[src/rtl/mem_access_ctrl.sv]
// Data-memory access sequencer for the EX/MEM instruction: req/ack bus transaction, pipeline stall, load alignment.
// Optional misaligned-access trap enabled by defining MEM_MISALIGN_CHK_EN.
module mem_access_ctrl #(
    parameter int MAX_WAIT = 15,
    parameter int CNT_W    = 4
) (
    input  logic        clk,
    input  logic        rst_n,
    input  logic        mem_read_ctrl_i,
    input  logic        mem_write_ctrl_i,
    input  logic [2:0]  wr_width_i,
    input  logic [31:0] addr_i,
    input  logic [31:0] w_data_i,
    output logic        bus_req_o,
    output logic        bus_we_o,
    output logic [31:0] bus_addr_o,
    output logic [3:0]  bus_be_o,
    output logic [31:0] bus_wdata_o,
    input  logic        bus_ack_i,
    input  logic [31:0] bus_rdata_i,
    output logic        stall_o,
    output logic [31:0] rdata_o,
    output logic        rdata_valid_o,
    output logic        err_o,
    output logic        misalign_o
);
    typedef enum logic [1:0] {IDLE, BUSY, DONE} state_e;

    localparam logic [CNT_W-1:0] MAX_CNT = CNT_W'(MAX_WAIT);

    state_e           state_q, state_d;
    logic [CNT_W-1:0] cnt_q, cnt_d;
    logic             bus_req_q, bus_req_d;
    logic             bus_we_q, bus_we_d;
    logic [31:0]      bus_addr_q, bus_addr_d;
    logic [3:0]       bus_be_q, bus_be_d;
    logic [31:0]      bus_wdata_q, bus_wdata_d;
    logic [2:0]       width_q, width_d;
    logic [1:0]       off_q, off_d;
    logic [31:0]      rdata_q, rdata_d;
    logic             rdata_valid_q, rdata_valid_d;
    logic             err_q, err_d;
    logic             misalign_q, misalign_d;

    logic        req, is_byte, is_half, mis;
    logic [3:0]  be_st;
    logic [31:0] wdata_st;
    logic [7:0]  ld_byte;
    logic [15:0] ld_half;
    logic [31:0] ld_data;

    assign req     = mem_read_ctrl_i | mem_write_ctrl_i;
    assign is_byte = (wr_width_i[1:0] == 2'b00);
    assign is_half = (wr_width_i[1:0] == 2'b01);

`ifdef MEM_MISALIGN_CHK_EN
    assign mis = (is_half && addr_i[0]) || (!is_byte && !is_half && (addr_i[1:0] != 2'b00));
`else
    assign mis = 1'b0;
`endif

    // Store lanes: narrow data is replicated so the slave just honours the byte enables.
    always_comb begin
        if (is_byte) begin
            be_st    = 4'b0001 << addr_i[1:0];
            wdata_st = {4{w_data_i[7:0]}};
        end else if (is_half) begin
            be_st    = addr_i[1] ? 4'b1100 : 4'b0011;
            wdata_st = {2{w_data_i[15:0]}};
        end else begin
            be_st    = 4'b1111;
            wdata_st = w_data_i;
        end
    end

    always_comb begin
        ld_byte = bus_rdata_i[{off_q, 3'b000} +: 8];
        ld_half = off_q[1] ? bus_rdata_i[31:16] : bus_rdata_i[15:0];
        case (width_q)
            3'b000:  ld_data = {{24{ld_byte[7]}}, ld_byte};
            3'b100:  ld_data = {24'h0, ld_byte};
            3'b001:  ld_data = {{16{ld_half[15]}}, ld_half};
            3'b101:  ld_data = {16'h0, ld_half};
            default: ld_data = bus_rdata_i;
        endcase
    end

    always_comb begin
        state_d       = state_q;
        cnt_d         = cnt_q;
        bus_req_d     = bus_req_q;
        bus_we_d      = bus_we_q;
        bus_addr_d    = bus_addr_q;
        bus_be_d      = bus_be_q;
        bus_wdata_d   = bus_wdata_q;
        width_d       = width_q;
        off_d         = off_q;
        rdata_d       = rdata_q;
        rdata_valid_d = 1'b0;
        err_d         = 1'b0;
        misalign_d    = 1'b0;
        case (state_q)
            IDLE: begin
                if (req) begin
                    bus_we_d    = mem_write_ctrl_i;
                    bus_addr_d  = {addr_i[31:2], 2'b00};
                    bus_be_d    = mem_write_ctrl_i ? be_st : 4'b1111;
                    bus_wdata_d = wdata_st;
                    width_d     = wr_width_i;
                    off_d       = addr_i[1:0];
                    cnt_d       = '0;
                    if (mis) begin
                        misalign_d = 1'b1;
                        state_d    = DONE;
                    end else begin
                        bus_req_d = 1'b1;
                        state_d   = BUSY;
                    end
                end
            end
            BUSY: begin
                if (bus_ack_i) begin
                    bus_req_d = 1'b0;
                    state_d   = DONE;
                    if (!bus_we_q) begin
                        rdata_d       = ld_data;
                        rdata_valid_d = 1'b1;
                    end
                end else begin
                    cnt_d = cnt_q + CNT_W'(1);
                    if (cnt_d == MAX_CNT) begin
                        bus_req_d = 1'b0;
                        err_d     = 1'b1;
                        rdata_d   = '0;
                        state_d   = DONE;
                    end
                end
            end
            // EX/MEM still holds the finished instruction here, so inputs are not looked at.
            default: state_d = IDLE;
        endcase
    end

    always_ff @(posedge clk or negedge rst_n) begin
        if (!rst_n) begin
            state_q       <= IDLE;
            cnt_q         <= '0;
            bus_req_q     <= 1'b0;
            bus_we_q      <= 1'b0;
            bus_addr_q    <= '0;
            bus_be_q      <= '0;
            bus_wdata_q   <= '0;
            width_q       <= '0;
            off_q         <= '0;
            rdata_q       <= '0;
            rdata_valid_q <= 1'b0;
            err_q         <= 1'b0;
            misalign_q    <= 1'b0;
        end else begin
            state_q       <= state_d;
            cnt_q         <= cnt_d;
            bus_req_q     <= bus_req_d;
            bus_we_q      <= bus_we_d;
            bus_addr_q    <= bus_addr_d;
            bus_be_q      <= bus_be_d;
            bus_wdata_q   <= bus_wdata_d;
            width_q       <= width_d;
            off_q         <= off_d;
            rdata_q       <= rdata_d;
            rdata_valid_q <= rdata_valid_d;
            err_q         <= err_d;
            misalign_q    <= misalign_d;
        end
    end

    // Stall is gated by reset so a held EX/MEM request cannot freeze the pipe while in reset.
    assign stall_o       = rst_n && (((state_q == IDLE) && req) || (state_q == BUSY));
    assign bus_req_o     = bus_req_q;
    assign bus_we_o      = bus_we_q;
    assign bus_addr_o    = bus_addr_q;
    assign bus_be_o      = bus_be_q;
    assign bus_wdata_o   = bus_wdata_q;
    assign rdata_o       = rdata_q;
    assign rdata_valid_o = rdata_valid_q;
    assign err_o         = err_q;
    assign misalign_o    = misalign_q;
endmodule

[config.mk]
export PLATFORM = sky130hd
export DESIGN_NAME = mem_access_ctrl
export DESIGN_NICKNAME = d
export VERILOG_FILES = /design/src/rtl/mem_access_ctrl.sv
export SDC_FILE = /design/constraint.sdc
export NUM_CORES = 1
export LEC_CHECK = 0
export CORE_MARGIN = 5
export CORE_UTILIZATION = 43
export CTS_CLUSTER_SIZE = 14
export DETAILED_ROUTE_END_ITERATION = 8
export GPL_ROUTABILITY_DRIVEN = 0
export GPL_TIMING_DRIVEN = 1
export PLACE_DENSITY_LB_ADDON = 0.12
export SYNTH_ARGS = -nofsm -noshare
export SYNTH_HDL_FRONTEND = slang
export SYNTH_SLANG_ARGS = --single-unit
[constraint.sdc]
create_clock -name clk -period 2.2 [get_ports clk]
set_input_delay 0.44 -clock clk [delete_from_list [all_inputs] [get_ports clk]]
set_output_delay 0.44 -clock clk [all_outputs]
set_load 0.05 [all_outputs]
==> results.md <==
* Worst reg2reg endpoint: rdata_o[3]$_DFFE_PN0P_
* # diodes at 0
* Yosys warns at 0
* Largest net degree at the start of global routing at 114
* Drt total wl at 15400 µm
* Area Growth Syn to Fin at 55.6%
* Setup violators final at 0
* Slew Limit Fails at 0
* Layout cells sized above 1 at 0.0889
* Vias in the first global route at 4815
* Rows at 40
* Post-Syn Instances at 520
* R2R cell count at 6
* Worst-path clk slew at 0.05 ns
* DR WL/cell at 17.3 µm
* Post-CTS Hold Buffers at 0
* Total net switching power at 6480 µW
* WP buf/inv at 1
* CTS tree: yes
* Crit path cell chain: clkdlybuf4s50_1
* # IOs at 210
* Seq pwr share at 0.263
* Clk buf depth at 2
* Worst Path Required at 1.76 ns
* Worst Path Arrival at 1.63 ns
* Setup TNS at 0 ns
* Synth unique cells at 38
* Clock Tree Root: clkbuf_16
* Cell family with most CP delay: buffers and inverters
* Port bufs at 206
* R2r setup slk at 0.17 ns
* Register area share after synthesis at 0.550
* Post-CTS Setup Inserts at 0
* Share of the synthesized area in the top cell type at 0.550
* WS Path Type: flop to primary output
* Actual slew at the worst max-slew pin at 0.730 ns
* Clk network pwr share at 0.192
* Iter 0 DRT Violations at 337
* Run status: finished clean
* Crit path max-delay cell type: clkdlybuf4s50_1
* Max incr delay on CP at 0.85 ns
* Final hold viol count at 0
* Placed cell count at 858
* Max-cap viol count at 0
* Synth top area cells: dfrtp_1, nand2_1, mux2i_1, a221o_1, o21ai_0
* Die Ht at 119 µm
* Nets at 836
* Die width at 119 µm
* Initial antenna violation count at 0
* Critical Path Start Type: flop
* Core ar. at 0.0119 mm²
* Slew margin rel. at 0.513
* Crit path time final at 2.07 ns
* DP HPWL at 11500 µm
* Clock Skews at 0.00558 ns
* LEAKAGE at 0.00368 µW
* Routed vias/inst at 5.17
* Fin cells at 889
* Cell Area, Synth at 0.00514 mm²
* Pre-antenna DRT Iters at 5
* Seq cells post-synth at 113
* Grt total ovfl at 0
* Reg2Reg Launch Point: cnt_q[0]$_DFFE_PN0P_
* Die ar. at 0.0142 mm²
* All-layer global routing usage at 0.218
* # H-tree levels at 4
* Starting Density at 0.434
* Cts bufs inserted at 17
* Switching share of power at 0.466
* Combinational share of power at 0.545
* Number of synthesized flops with an enable pin at 0
* Async SR Flop Fraction at 1.00
* First-pass GRT wire length at 24700 µm
* CP endpoint kind: primary output
* Pint at 7410 µW
* Area leader, netlist: dfrtp_1
* Layout Utilization at 0.675
* Peak VDD IR at 1000 µV
* CP max FO at 3
* Max Fclk at 483 MHz
* Power per cell area at 1740 mW/mm²
* Antenna viol nets, final at 0
* Via count at 4598
* Period utilization at 0.942
* Worst-Skew Late Latency at 0.41 ns
* Avg Cell Area, Syn at 9.89 µm²
* Worst hold path type: input port to asynchronous set/reset pin
* Unrepaired setup endpoints after global routing: false
* Clock Sinks at 113
* Post-CTS Resized at 0
* Most used DFF post-synth: dfrtp_1
* DRC at 0
==> logic make-up after synthesis <==
group | after synthesis | share of synthesized area
AO/OA/AOI/OAI | 94 | 0.133
multiplexers | 45 | 0.0924
AND/OR/NAND/NOR | 217 | 0.174
other | 1 | 0.000729
buffers and inverters | 47 | 0.0433
XOR/XNOR | 1 | 0.00170
adder cells (fa/ha/maj) | 2 | 0.00486
flip-flops | 113 | 0.550
==> worst max path at each step <==
stage | slack, ns | cells after the start | end | start
2_1_floorplan | 0.11 | 5 | stall_o | state_q[1]$_DFFE_PN0P_
3_3_place_gp | -0.06 | 4 | rdata_o[23]$_DFFE_PN0P_ | bus_ack_i
3_5_place_dp | -0.1 | 4 | rdata_o[20]$_DFFE_PN0P_ | bus_ack_i
4_1_cts | 0.1 | 1 | bus_we_o | bus_we_o$_DFFE_PN0P_
5_1_grt | 0.04 | 6 | rdata_o[3]$_DFFE_PN0P_ | cnt_q[0]$_DFFE_PN0P_
6_report | 0.13 | 1 | bus_we_o | bus_we_o$_DFFE_PN0P_
==> routing by layer <==
metal / GRT usage / vias to the layer above / wire length, µm
li1: - / 2196 / -
met1: 0.256 / 2175 / 6020
met2: 0.347 / 189 / 7250
met3: 0.103 / 38 / 1650
met4: 0.0895 / 0 / 431
met5: 0 / - / 0
==> state kept, by name (all words and copies together) (netlist names) <==
register,count
bus_addr_o,30
bus_wdata_o,32
bus_we_o,1
rdata_valid_o,1
rdata_o,32
bus_be_o,4
off_q,2
err_o,1
bus_req_o,1
width_q,3
state_q,2
cnt_q,4
==> per-stage QoR <==
stage	area, µm²	setup WS, ns	total power (µW)	hold slack, ns
6_report	8000	0.129	13900	0.138
3_5_place_dp	7420	-0.0983	11300	0.461
3_3_place_gp	7420	-0.0561	11100	0.457
5_1_grt	8000	0.0356	14600	0.196
4_1_cts	8000	0.0955	14000	0.169
2_1_floorplan	5150	0.111	8530	0.144
==> cell usage after synthesis, types with 8 or more instances <==
cell,number
clkbuf_1,22
o21ai_0,30
mux2_2,10
a221o_1,16
nand2_1,173
a21oi_1,16
mux2i_1,34
nor2_1,16
inv_1,10
nand2b_1,10
dfrtp_1,113
a32o_1,8
==> power groups by stage <==
stage	clock network [µW]	registers [µW]	logic [µW]
after floorplan	0	6570	1960
after global placement	0	3630	7520
after detailed placement	0	3680	7620
after CTS	2710	3670	7650
after global routing	2810	3800	8020
final	2670	3650	7580
==> layout make-up <==
type / count / area [µm²]
inverter: 11 / 41.3
timing repair buffer: 225 / 2250
multi-input combinational: 362 / 2110
clock buffer: 27 / 543
fill: 950 / 3860
tap: 147 / 184
sequential: 113 / 2830
clock inverter: 4 / 45.0
==> layout by cell type (no fill, tap or decap), types with 4 or more instances in the layout <==
| master | instances |
|---|---|
| buf_12 | 4 |
| a221o_1 | 16 |
| mux2i_1 | 34 |
| nand2_1 | 173 |
| clkbuf_16 | 17 |
| nor2_1 | 16 |
| a21oi_1 | 16 |
| mux2_2 | 10 |
| clkbuf_8 | 8 |
| a32o_1 | 8 |
| o31a_1 | 7 |
| buf_4 | 17 |
| dfrtp_1 | 113 |
| nand2b_1 | 10 |
| inv_1 | 10 |
| o21ai_0 | 29 |
| o221ai_1 | 7 |
| nor2b_1 | 4 |
| nand3_1 | 4 |
| clkdlybuf4s50_1 | 204 |
Note: power is estimated with default switching activity, not from simulation.
